## src/rtl/axis_sample_source.sv

```systemverilog
// Sample packetizer: buffers strobed samples in a FIFO and emits them as an AXI-Stream
// master with tlast every FRAME_LEN accepted samples. Define AXIS_SAMPLE_SOURCE_OVF_CNT_EN for a drop counter.
module axis_sample_source #(
  parameter int C_M00_AXIS_TDATA_WIDTH = 32,
  parameter int FIFO_DEPTH             = 16,
  parameter int FRAME_LEN              = 64
) (
  input  logic                                  clk,
  input  logic                                  rst_in,
  input  logic [C_M00_AXIS_TDATA_WIDTH-1:0]     sample_in,
  input  logic                                  sample_valid_in,
  input  logic                                  enable_in,
  input  logic                                  clr_ovf_in,
  input  logic                                  m00_axis_tready,
  output logic                                  m00_axis_tvalid,
  output logic                                  m00_axis_tlast,
  output logic [C_M00_AXIS_TDATA_WIDTH-1:0]     m00_axis_tdata,
  output logic [C_M00_AXIS_TDATA_WIDTH/8-1:0]   m00_axis_tstrb,
  output logic [$clog2(FIFO_DEPTH):0]           fifo_level_out,
  output logic                                  overflow_out,
  output logic [15:0]                           ovf_count_out
);

  localparam int DW    = C_M00_AXIS_TDATA_WIDTH;
  localparam int PTR_W = $clog2(FIFO_DEPTH);
  localparam int LVL_W = PTR_W + 1;
  localparam int FC_W  = (FRAME_LEN > 1) ? $clog2(FRAME_LEN) : 1;

  logic [DW:0]      mem [FIFO_DEPTH];
  logic [PTR_W-1:0] wr_ptr;
  logic [PTR_W-1:0] rd_ptr;
  logic [LVL_W-1:0] level;
  logic [FC_W-1:0]  frame_cnt;
  logic             frame_end;
  logic             push_req;
  logic             push_ok;
  logic             pop;
  logic             drop;
  logic [DW:0]      head;

  always_comb begin
    frame_end = (frame_cnt == FC_W'(FRAME_LEN - 1));
    push_req  = sample_valid_in && enable_in;
    pop       = m00_axis_tvalid && m00_axis_tready;
    // A pop in the same cycle frees the slot, so a full FIFO still accepts.
    push_ok   = push_req && ((level < LVL_W'(FIFO_DEPTH)) || pop);
    drop      = push_req && !push_ok;
    head      = mem[rd_ptr];
  end

  always_ff @(posedge clk) begin
    if (push_ok) mem[wr_ptr] <= {frame_end, sample_in};
  end

  always_ff @(posedge clk or posedge rst_in) begin
    if (rst_in) begin
      wr_ptr    <= '0;
      rd_ptr    <= '0;
      level     <= '0;
      frame_cnt <= '0;
    end else begin
      if (push_ok) begin
        wr_ptr    <= wr_ptr + PTR_W'(1);
        frame_cnt <= frame_end ? '0 : frame_cnt + FC_W'(1);
      end
      if (pop) rd_ptr <= rd_ptr + PTR_W'(1);
      case ({push_ok, pop})
        2'b10:   level <= level + LVL_W'(1);
        2'b01:   level <= level - LVL_W'(1);
        default: level <= level;
      endcase
    end
  end

  always_ff @(posedge clk or posedge rst_in) begin
    if (rst_in)          overflow_out <= 1'b0;
    else if (clr_ovf_in) overflow_out <= 1'b0;
    else if (drop)       overflow_out <= 1'b1;
  end

`ifdef AXIS_SAMPLE_SOURCE_OVF_CNT_EN
  logic [15:0] ovf_cnt;

  always_ff @(posedge clk or posedge rst_in) begin
    if (rst_in)                           ovf_cnt <= '0;
    else if (clr_ovf_in)                  ovf_cnt <= '0;
    else if (drop && (ovf_cnt != '1))     ovf_cnt <= ovf_cnt + 16'd1;
  end

  assign ovf_count_out = ovf_cnt;
`else
  assign ovf_count_out = '0;
`endif

  // Head entry is masked while empty so the reset/idle view of tdata/tlast is zero.
  assign m00_axis_tvalid = (level != '0);
  assign m00_axis_tdata  = m00_axis_tvalid ? head[DW-1:0] : '0;
  assign m00_axis_tlast  = m00_axis_tvalid ? head[DW] : 1'b0;
  assign m00_axis_tstrb  = '1;
  assign fifo_level_out  = level;

endmodule

```

## config.mk

```make
export PLATFORM = sky130hd
export DESIGN_NAME = axis_sample_source
export DESIGN_NICKNAME = d
export VERILOG_FILES = /design/src/rtl/axis_sample_source.sv
export SDC_FILE = /design/constraint.sdc
export NUM_CORES = 1
export LEC_CHECK = 0
export BUFFER_PORTS_ARGS = -buffer_cell sky130_fd_sc_hd__clkbuf_2
export CAP_MARGIN = 5
export CORE_MARGIN = 3
export CORE_UTILIZATION = 35
export DETAILED_ROUTE_END_ITERATION = 12
export PLACE_DENSITY_LB_ADDON = 0.25
export SYNTH_ARGS = -nofsm -noshare
export SYNTH_HDL_FRONTEND = slang
export SYNTH_SLANG_ARGS = --single-unit
```

## constraint.sdc

```tcl
create_clock -name clk -period 6.66 [get_ports clk]
set_input_delay 1.332 -clock clk [delete_from_list [all_inputs] [get_ports clk]]
set_output_delay 1.332 -clock clk [all_outputs]
set_load 0.03 [all_outputs]
```

==> results of run 1 <==
## final cells by class
cell class              count  area, sq um
clock buffers              69         1470
clock inverters            26          272
fillers                  5266        35900
inverters                   5         18.8
multi-input cells         357         4790
flip-flops and latches    548        16400
well taps                 782          978
repair buffers            106          628
## state kept, by name (all words and copies together), names as in the netlist
name	cells
fifo_level_out	5
mem	528
frame_cnt	6
rd_ptr	4
overflow_out	1
wr_ptr	4
## stage by stage
stage	power [W]	std cells	instance area, sq um	utilization [%]
detailed placement	0.00750	1798	22800	37.7
CTS	0.0105	1893	24500	40.6
global placement	0.00749	1798	22800	37.7
global route	0.0108	1893	24500	40.6
finish	0.0104	1893	24500	40.6
floorplan	0.00662	980	21500	-
## worst max path at each step
stage,from,cells past startpoint,slack (ns),end
4_1_cts,rd_ptr[1],5,1.82,m00_axis_tlast
6_report,rd_ptr[3],5,1.91,m00_axis_tlast
2_1_floorplan,m00_axis_tready,5,1.87,mem[0][0]
5_1_grt,rd_ptr[1],5,1.74,m00_axis_tlast
3_3_place_gp,rd_ptr[1],5,2.47,m00_axis_tlast
3_5_place_dp,rd_ptr[1],5,2.48,m00_axis_tlast
## cell families (layout without fill, tap and decap cells)
group | Yosys count | after routing | synth area share (%)
fa+ha+maj | 10 | 10 | 0.583
buf+inv | 75 | 206 | 2.33
simple gates | 96 | 96 | 2.38
xor+xnor | 13 | 13 | 0.531
flops | 548 | 548 | 76.3
other cells | 2 | 20 | 0.0350
compound gates | 48 | 48 | 2.04
mux | 170 | 170 | 15.8
## layer usage
metal  share of wire (%)  wire length, um
met5               0.051               24
met2                  49            23200
met1                  44            20700
met3                 4.5             2120
met4                 2.4             1150
## placed cells by master, fill, tap and decap left out, types with 2 or more instances in the layout
cell and instances:
sky130_fd_sc_hd__clkbuf_16 57, sky130_fd_sc_hd__a31oi_1 2, sky130_fd_sc_hd__xnor2_1 9, sky130_fd_sc_hd__dfrtp_4 3
sky130_fd_sc_hd__edfxtp_1 528, sky130_fd_sc_hd__ha_1 10, sky130_fd_sc_hd__nor3_2 4, sky130_fd_sc_hd__nand2_1 17
sky130_fd_sc_hd__a21oi_1 2, sky130_fd_sc_hd__nor2_1 6, sky130_fd_sc_hd__nand4_1 2, sky130_fd_sc_hd__clkbuf_2 77
sky130_fd_sc_hd__xor2_1 4, sky130_fd_sc_hd__nor3_1 3, sky130_fd_sc_hd__bufinv_16 6, sky130_fd_sc_hd__nand2b_1 3
sky130_fd_sc_hd__mux2i_1 3, sky130_fd_sc_hd__clkinv_2 6, sky130_fd_sc_hd__o21ai_0 3, sky130_fd_sc_hd__dfrtp_1 17
sky130_fd_sc_hd__nor2b_1 33, sky130_fd_sc_hd__nor2_4 13, sky130_fd_sc_hd__buf_4 27, sky130_fd_sc_hd__inv_1 5
sky130_fd_sc_hd__and3_1 4, sky130_fd_sc_hd__clkbuf_1 12, sky130_fd_sc_hd__mux4_2 132, sky130_fd_sc_hd__nand3_1 5
sky130_fd_sc_hd__buf_12 2, sky130_fd_sc_hd__mux2_2 35, sky130_fd_sc_hd__a221o_1 33, sky130_fd_sc_hd__conb_1 20
sky130_fd_sc_hd__clkinv_1 12
## report_power, final
group          internal (W)  leakage [nW]  total [W]  switching [W]
clock               0.00178         0.848    0.00303        0.00125
combinational       0.00137          2.02    0.00309        0.00173
sequential          0.00397          4.99    0.00426       0.000285
==> report_table.html, run 1 <==
<table>
<tr><th>Metric</th><th>Value</th></tr>
<tr><th colspan="2">Synth</th></tr>
<tr><td>Post-synthesis average cell area</td><td>22.3 sq um</td></tr>
<tr><td>Leading post-synthesis cells by cell area</td><td>sky130_fd_sc_hd__edfxtp_1 74%, sky130_fd_sc_hd__mux4_2 14%, sky130_fd_sc_hd__dfrtp_1 2.3%</td></tr>
<tr><td>Most used standard cells in the synthesized netlist</td><td>528 x sky130_fd_sc_hd__edfxtp_1, 132 x sky130_fd_sc_hd__mux4_2, 35 x sky130_fd_sc_hd__mux2_2</td></tr>
<tr><td>Largest area contributor in the synthesized netlist</td><td>sky130_fd_sc_hd__edfxtp_1</td></tr>
<tr><td>Most common cell in the synthesized netlist</td><td>sky130_fd_sc_hd__edfxtp_1</td></tr>
<tr><td>Yosys warns</td><td>0</td></tr>
<tr><td>Proportion of synthesized chip area in sequential cells</td><td>76.3%</td></tr>
<tr><td>Post-synthesis sequential element count</td><td>548</td></tr>
<tr><td>Post-synth top area share</td><td>73.9%</td></tr>
<tr><td>Prevailing post-synth register cell</td><td>sky130_fd_sc_hd__edfxtp_1</td></tr>
<tr><td>Proportion of register bits with asynchronous set or reset after synthesis</td><td>3.65%</td></tr>
<tr><td>Number of standard cells after synthesis</td><td>962</td></tr>
<tr><td>Cell Area, Synth</td><td>0.0214 sq mm</td></tr>
<tr><td>Post-synth EDFFs</td><td>528</td></tr>
<tr><td>Count of cell types in the netlist</td><td>43</td></tr>
<tr><th colspan="2">Place</th></tr>
<tr><td>PortBufs</td><td>77</td></tr>
<tr><td>GP Congestion</td><td>0.689</td></tr>
<tr><td>Placed wire-length estimate</td><td>25.2 mm</td></tr>
<tr><td>Placement-stage worst setup slack</td><td>2.48 ns</td></tr>
<tr><th colspan="2">Pwr</th></tr>
<tr><td>VDD IR-drop max</td><td>0.196 mV</td></tr>
<tr><td>Static leakage</td><td>7.86 nW</td></tr>
<tr><td>Power Density</td><td>423 mW/mm^2</td></tr>
<tr><th colspan="2">STA</th></tr>
<tr><td>Setup repair after global routing missed its margin</td><td>false</td></tr>
<tr><td>Hold Violations, Final</td><td>0</td></tr>
<tr><td>Final worst hold slack</td><td>0.497 ns</td></tr>
<tr><td>Achievable frequency</td><td>211 MHz</td></tr>
<tr><td>Number of setup violations in the final report</td><td>0</td></tr>
<tr><td>PnR worst setup slack</td><td>1.91 ns</td></tr>
<tr><td>Setup TNS Final</td><td>0 ns</td></tr>
<tr><td>Slew headroom</td><td>20.9%</td></tr>
<tr><td>Portion of the clock cycle consumed by the worst path in the final layout</td><td>71.3%</td></tr>
<tr><td>Final setup skew</td><td>0.00899 ns</td></tr>
<tr><td>Final max-slew violation count</td><td>0</td></tr>
<tr><td>Post-layout min period</td><td>4.75 ns</td></tr>
<tr><td>Slew @ Worst Pin</td><td>1.18 ns</td></tr>
<tr><th colspan="2">Routing</th></tr>
<tr><td>Total iterations of the first detailed-routing run</td><td>4</td></tr>
<tr><td>Wire length after detailed routing</td><td>47.2 mm</td></tr>
<tr><td>WL/cell</td><td>25.0 um</td></tr>
<tr><td>Routed vias</td><td>9808</td></tr>
<tr><td>Detailed router's first-iteration violation count</td><td>685</td></tr>
<tr><td>Vias per Instance</td><td>5.18</td></tr>
<tr><td>DRC violations left</td><td>0</td></tr>
<tr><td>Remaining number of nets flagged by the antenna check after routing</td><td>0</td></tr>
<tr><th colspan="2">Critical path</th></tr>
<tr><td>Critical path required time</td><td>5.33 ns</td></tr>
<tr><td>Delay contributed by the slowest stage of the critical path</td><td>0.89 ns</td></tr>
<tr><td>Crit end category</td><td>primary output</td></tr>
<tr><td>R2R Path End</td><td>mem[4][7]</td></tr>
<tr><td>Family of cells with the greatest summed delay on the critical path</td><td>flip-flops</td></tr>
<tr><td>Startpoint of the worst register-to-register path</td><td>fifo_level_out[4]</td></tr>
<tr><td>Critical Path, Cell by Cell</td><td>buf_4, mux4_2, mux2_2, a221o_1, clkbuf_2</td></tr>
<tr><td>CP max stage cell</td><td>sky130_fd_sc_hd__dfrtp_4</td></tr>
<tr><td>R2r setup slk</td><td>3.73 ns</td></tr>
<tr><td>Sum of buffers and inverters on the critical path</td><td>2</td></tr>
<tr><td>Critical path class</td><td>reg -&gt; out</td></tr>
<tr><td>Maximum fanout along the worst path</td><td>39</td></tr>
<tr><td>Critical Path AT</td><td>3.41 ns</td></tr>
<tr><td>Count of cells along the worst register-to-register path</td><td>6</td></tr>
<tr><td>CP startpoint kind</td><td>flop</td></tr>
<tr><th colspan="2">Floorplanning</th></tr>
<tr><td>Die Area</td><td>0.0643 sq mm</td></tr>
<tr><td>Core Rows</td><td>90</td></tr>
<tr><td>Vertical die dimension</td><td>254 um</td></tr>
<tr><td>Num ports</td><td>98</td></tr>
<tr><td>Floorplan die width</td><td>254 um</td></tr>
<tr><td>Starting density of the core</td><td>35.5%</td></tr>
<tr><td>Core area</td><td>0.0605 sq mm</td></tr>
<tr><th colspan="2">CTS</th></tr>
<tr><td>CTS Sinks</td><td>548</td></tr>
<tr><td>Number of setup buffers added after CTS</td><td>0</td></tr>
<tr><td>H-tree Lvls</td><td>2</td></tr>
<tr><td>Number of buffers inserted for hold repair after clock tree synthesis</td><td>0</td></tr>
<tr><td>Post-CTS resize count</td><td>0</td></tr>
<tr><td>Number of buffers created by CTS</td><td>56</td></tr>
<tr><td>Root cell of the clock tree</td><td>sky130_fd_sc_hd__clkbuf_16</td></tr>
<tr><td>Number of buffers on the longest clock path</td><td>3</td></tr>
<tr><td>Post-CTS clock slew at the launch and capture registers of the worst setup and hold paths</td><td>0.06 ns</td></tr>
<tr><td>TritonCTS clock tree</td><td>yes</td></tr>
<tr><td>Clock insertion delay at the later pin of the skew report</td><td>0.59 ns</td></tr>
<tr><th colspan="2">Final layout</th></tr>
<tr><td>Area grow syn2layout</td><td>14.3%</td></tr>
<tr><td>Share of layout cells above drive strength 1</td><td>33.3%</td></tr>
<tr><td>NumNets Final</td><td>1122</td></tr>
<tr><td>N_diodes</td><td>0</td></tr>
<tr><th colspan="2">Min path</th></tr>
<tr><td>Min-delay src</td><td>frame_cnt[2]</td></tr>
<tr><td>HP Class</td><td>reg -&gt; reg</td></tr>
<tr><td>Cells on Worst Hold Path</td><td>1</td></tr>
<tr><td>Min-Delay Endpoint</td><td>frame_cnt[2]</td></tr>
<tr><th colspan="2">Global route</th></tr>
<tr><td>Layer carrying the most global-route usage</td><td>met2</td></tr>
<tr><td>Number of antenna violations at the first check in global routing</td><td>2</td></tr>
<tr><td>Met1 Usage GRT</td><td>20.3%</td></tr>
<tr><td>Maximum number of pins on one net before global-route repair</td><td>71</td></tr>
<tr><td>Met3 capacity usage during global routing</td><td>2.87%</td></tr>
<tr><td>Met2 Resource Use GR</td><td>25.0%</td></tr>
<tr><td>Number of global-route vias before repair</td><td>10.4k</td></tr>
<tr><td>Global-route wire length before repair</td><td>70.7 mm</td></tr>
<tr><td>Aggregate global routing overflow</td><td>0</td></tr>
<tr><td>Gr usage total</td><td>15.0%</td></tr>
<tr><th colspan="2">Run status</th></tr>
<tr><td>Run status</td><td>complete, no violations</td></tr>
<tr><th colspan="2">Job</th></tr>
<tr><td>Maximum Capacitance Violations</td><td>0</td></tr>
</table>
Note: power is estimated with default switching activity, not from simulation.
==> inputs of run 2 (changes only) <==
==> constraint.sdc (replaced) <==
create_clock -name clk -period 4 [get_ports clk]
set_input_delay 0.8 -clock clk [delete_from_list [all_inputs] [get_ports clk]]
set_output_delay 0.8 -clock clk [all_outputs]
set_load 0.03 [all_outputs]
==> run 2 against run 1 <==
Worst setup slack got worse by 1.8 ns. Count of clock-buffer cells in the layout rose by 3. Wire length rose by 1.9%. Clock skew rose by 0.012 ns. Register-to-register slack got worse by 2.8 ns. Cell count rose by 1.5%. Die area did not move. Total power rose by 68%. Via count rose by 0.93%. Sequential cell count did not move. First-iteration DRC count rose by 14%. Critical path type unchanged. Global-route usage rose by 0.19 points.
==> report_table.html, run 2 (synthesized netlist as in run 1, its figures left out) <==
<table>
<tr><th>Metric</th><th>Value</th></tr>
<tr><th colspan="2">Job</th></tr>
<tr><td>Maximum Capacitance Violations</td><td>0 (unchanged)</td></tr>
<tr><th colspan="2">Min path</th></tr>
<tr><td>Min-Delay Endpoint</td><td>overflow_out</td></tr>
<tr><td>Cells on Worst Hold Path</td><td>2 (+1)</td></tr>
<tr><td>Min-delay src</td><td>clr_ovf_in</td></tr>
<tr><td>HP Class</td><td>in -&gt; reg</td></tr>
<tr><th colspan="2">Routing</th></tr>
<tr><td>Remaining number of nets flagged by the antenna check after routing</td><td>0 (unchanged)</td></tr>
<tr><td>Total iterations of the first detailed-routing run</td><td>5 (+1)</td></tr>
<tr><td>Detailed router's first-iteration violation count</td><td>780 (+14%)</td></tr>
<tr><td>Vias per Instance</td><td>5.15 (-0.54%)</td></tr>
<tr><td>Routed vias</td><td>9899 (+0.93%)</td></tr>
<tr><td>WL/cell</td><td>25.1 um (+0.46%)</td></tr>
<tr><td>DRC violations left</td><td>0 (unchanged)</td></tr>
<tr><td>Wire length after detailed routing</td><td>48.2 mm (+1.9%)</td></tr>
<tr><th colspan="2">Critical path</th></tr>
<tr><td>CP startpoint kind</td><td>flop</td></tr>
<tr><td>Critical Path AT</td><td>3.09 ns (-0.32 ns)</td></tr>
<tr><td>Maximum fanout along the worst path</td><td>11 (-72%)</td></tr>
<tr><td>R2R Path End</td><td>fifo_level_out[4]</td></tr>
<tr><td>Critical path required time</td><td>3.20 ns (-2.13 ns)</td></tr>
<tr><td>Count of cells along the worst register-to-register path</td><td>10 (+4)</td></tr>
<tr><td>R2r setup slk</td><td>0.96 ns (-2.77 ns)</td></tr>
<tr><td>Crit end category</td><td>primary output</td></tr>
<tr><td>Critical path class</td><td>reg -&gt; out</td></tr>
<tr><td>Startpoint of the worst register-to-register path</td><td>fifo_level_out[4]</td></tr>
<tr><th colspan="2">CTS</th></tr>
<tr><td>CTS Sinks</td><td>548 (unchanged)</td></tr>
<tr><td>Number of buffers on the longest clock path</td><td>3 (unchanged)</td></tr>
<tr><td>Clock insertion delay at the later pin of the skew report</td><td>0.62 ns (+0.03 ns)</td></tr>
<tr><td>H-tree Lvls</td><td>2 (unchanged)</td></tr>
<tr><td>TritonCTS clock tree</td><td>yes</td></tr>
<tr><td>Root cell of the clock tree</td><td>sky130_fd_sc_hd__clkbuf_16</td></tr>
<tr><td>Number of buffers created by CTS</td><td>56 (unchanged)</td></tr>
<tr><td>Post-CTS clock slew at the launch and capture registers of the worst setup and hold paths</td><td>0.05 ns (about the same)</td></tr>
<tr><th colspan="2">Final layout</th></tr>
<tr><td>Post-Layout Inst Area</td><td>0.0248 sq mm (+1.3%)</td></tr>
<tr><td>Final core utilization</td><td>41.1% (+0.53 points)</td></tr>
<tr><td>Reg with most FFs</td><td>mem</td></tr>
<tr><td>Area grow syn2layout</td><td>15.8%</td></tr>
<tr><td>Most common cell after layout, fill and taps aside</td><td>sky130_fd_sc_hd__edfxtp_1</td></tr>
<tr><td>N_diodes</td><td>0 (unchanged)</td></tr>
<tr><td>NumNets Final</td><td>1140 (+1.6%)</td></tr>
<tr><td>Flip-flop count of the largest register, all copies and words added</td><td>528 (unchanged)</td></tr>
<tr><td>Share of layout cells above drive strength 1</td><td>34.8% (+1.5 points)</td></tr>
<tr><td>Top library cells by usage in the layout, fill and taps aside</td><td>528 x sky130_fd_sc_hd__edfxtp_1, 132 x sky130_fd_sc_hd__mux4_2, 77 x sky130_fd_sc_hd__clkbuf_2</td></tr>
<tr><th colspan="2">Global route</th></tr>
<tr><td>Number of global-route vias before repair</td><td>10.4k (-0.019%)</td></tr>
<tr><td>Aggregate global routing overflow</td><td>0 (unchanged)</td></tr>
<tr><td>Gr usage total</td><td>15.2% (+0.19 points)</td></tr>
<tr><td>Maximum number of pins on one net before global-route repair</td><td>44 (-38%)</td></tr>
<tr><td>Global-route wire length before repair</td><td>71.0 mm (+0.43%)</td></tr>
<tr><td>Number of antenna violations at the first check in global routing</td><td>0 (-2)</td></tr>
<tr><th colspan="2">Place</th></tr>
<tr><td>GP Congestion</td><td>0.680 (-1.2%)</td></tr>
<tr><td>Instance area at placement</td><td>0.0231 sq mm (+1.4%)</td></tr>
<tr><td>PortBufs</td><td>77 (unchanged)</td></tr>
<tr><td>Placed wire-length estimate</td><td>27.1 mm (+7.5%)</td></tr>
<tr><th colspan="2">Pwr</th></tr>
<tr><td>Power Density</td><td>702 mW/mm^2 (+66%)</td></tr>
<tr><td>VDD IR-drop max</td><td>0.391 mV (+99%)</td></tr>
<tr><td>Static leakage</td><td>8.02 nW (+2.1%)</td></tr>
<tr><th colspan="2">STA</th></tr>
<tr><td>Achievable frequency</td><td>257 MHz</td></tr>
<tr><td>Final setup skew</td><td>0.0213 ns (+0.0123 ns)</td></tr>
<tr><td>Slew @ Worst Pin</td><td>0.886 ns (-0.298 ns)</td></tr>
<tr><td>Number of setup violations in the final report</td><td>0 (unchanged)</td></tr>
<tr><td>Hold Violations, Final</td><td>0 (unchanged)</td></tr>
<tr><td>Portion of the clock cycle consumed by the worst path in the final layout</td><td>97.2%</td></tr>
<tr><td>Post-layout min period</td><td>3.89 ns</td></tr>
<tr><td>Slew headroom</td><td>40.9% (+20 points)</td></tr>
<tr><td>Final max-slew violation count</td><td>0 (unchanged)</td></tr>
<tr><td>Setup repair after global routing missed its margin</td><td>false</td></tr>
<tr><td>Setup TNS Final</td><td>0 ns (unchanged)</td></tr>
<tr><th colspan="2">Floorplanning</th></tr>
<tr><td>Vertical die dimension</td><td>254 um (unchanged)</td></tr>
<tr><td>Die Area</td><td>0.0643 sq mm (unchanged)</td></tr>
<tr><td>Core Rows</td><td>90 (unchanged)</td></tr>
<tr><td>Core area</td><td>0.0605 sq mm (unchanged)</td></tr>
<tr><td>Starting density of the core</td><td>35.5% (unchanged)</td></tr>
<tr><td>Num ports</td><td>98 (unchanged)</td></tr>
<tr><td>Floorplan die width</td><td>254 um (unchanged)</td></tr>
<tr><th colspan="2">Run status</th></tr>
<tr><td>Run status</td><td>complete, no violations</td></tr>
</table>
-- run 2: cell types whose count changed in the layout (fill, tap and decap cells not counted), sizes merged --
| cell | delta |
|---|---|
| clkbuf | +3 |
| buf | +18 |
| clkinv | +9 |
| inv | +1 |
| bufinv | -3 |
-- run 2: how the worst max path moves through the flow --
| stage | from | endpoint | slack (ns) | depth (start not counted) |
|---|---|---|---|---|
| after floorplan | m00_axis_tready | mem[3][0] | 0.02 | 4 |
| after global placement | fifo_level_out[1] | m00_axis_tdata[12] | 0.72 | 6 |
| after detailed placement | m00_axis_tready | fifo_level_out[4] | 0.66 | 11 |
| after CTS | fifo_level_out[1] | m00_axis_tdata[12] | 0.05 | 6 |
| after global routing | fifo_level_out[1] | m00_axis_tdata[4] | 0.01 | 6 |
| final | fifo_level_out[1] | m00_axis_tdata[12] | 0.11 | 6 |
-- run 2: metal layers --
metal | track usage, % | vias up | routed length (um)
li1 | - | 4242 | -
met1 | 20.9 | 5386 | 21300
met2 | 25.6 | 215 | 24200
met3 | 2.56 | 56 | 1950
met4 | 3.41 | 0 | 777
met5 | 0 | - | 0
-- run 2: repair_timing --
action                     4_1_cts  5_1_grt
setup endpoints to repair        0        1
hold buffers                     0        0
gates resized for setup          0        0
buffers inserted                 0        1
hold endpoints to repair         0        0
-- run 2: through the flow --
| stage | setup slack (ns) | cells | power, W | hold WS, ns |
|---|---|---|---|---|
| after floorplan | 0.0220 | 980 | 0.0110 | 0.450 |
| after detailed placement | 0.659 | 1815 | 0.0127 | 0.476 |
| after global placement | 0.724 | 1815 | 0.0127 | 0.477 |
| after global routing | 0.0140 | 1921 | 0.0182 | 0.333 |
| final | 0.112 | 1921 | 0.0174 | 0.333 |
| after CTS | 0.0527 | 1920 | 0.0177 | 0.307 |
-- run 2: critical path, stage by stage (launching register included) --
cell and delay (ns):
sky130_fd_sc_hd__dfrtp_1 0.49, sky130_fd_sc_hd__or4_4 0.60, sky130_fd_sc_hd__o211ai_4 0.43, sky130_fd_sc_hd__buf_4 0.33, sky130_fd_sc_hd__nor2b_1 0.10, sky130_fd_sc_hd__a221o_1 0.32
sky130_fd_sc_hd__clkbuf_2 0.20
-- run 2: layout make-up --
class	count	area, sq um
Sequential cell	548	16400
Clock buffer	72	1480
Multi-Input combinational cell	357	4800
Inverter	5	18.8
Clock inverter	33	263
Timing Repair Buffer	124	930
Fill cell	5233	35600
Tap cell	782	978
-- run 2: report_power, final --
group | total (W) | switching, W | internal [W] | leakage [nW]
sequential | 0.00702 | 0.000404 | 0.00661 | 4.99
combinational | 0.00545 | 0.00300 | 0.00245 | 2.17
clock | 0.00498 | 0.00216 | 0.00282 | 0.862
total | 0.0174 | 0.00556 | 0.0119 | 8.02
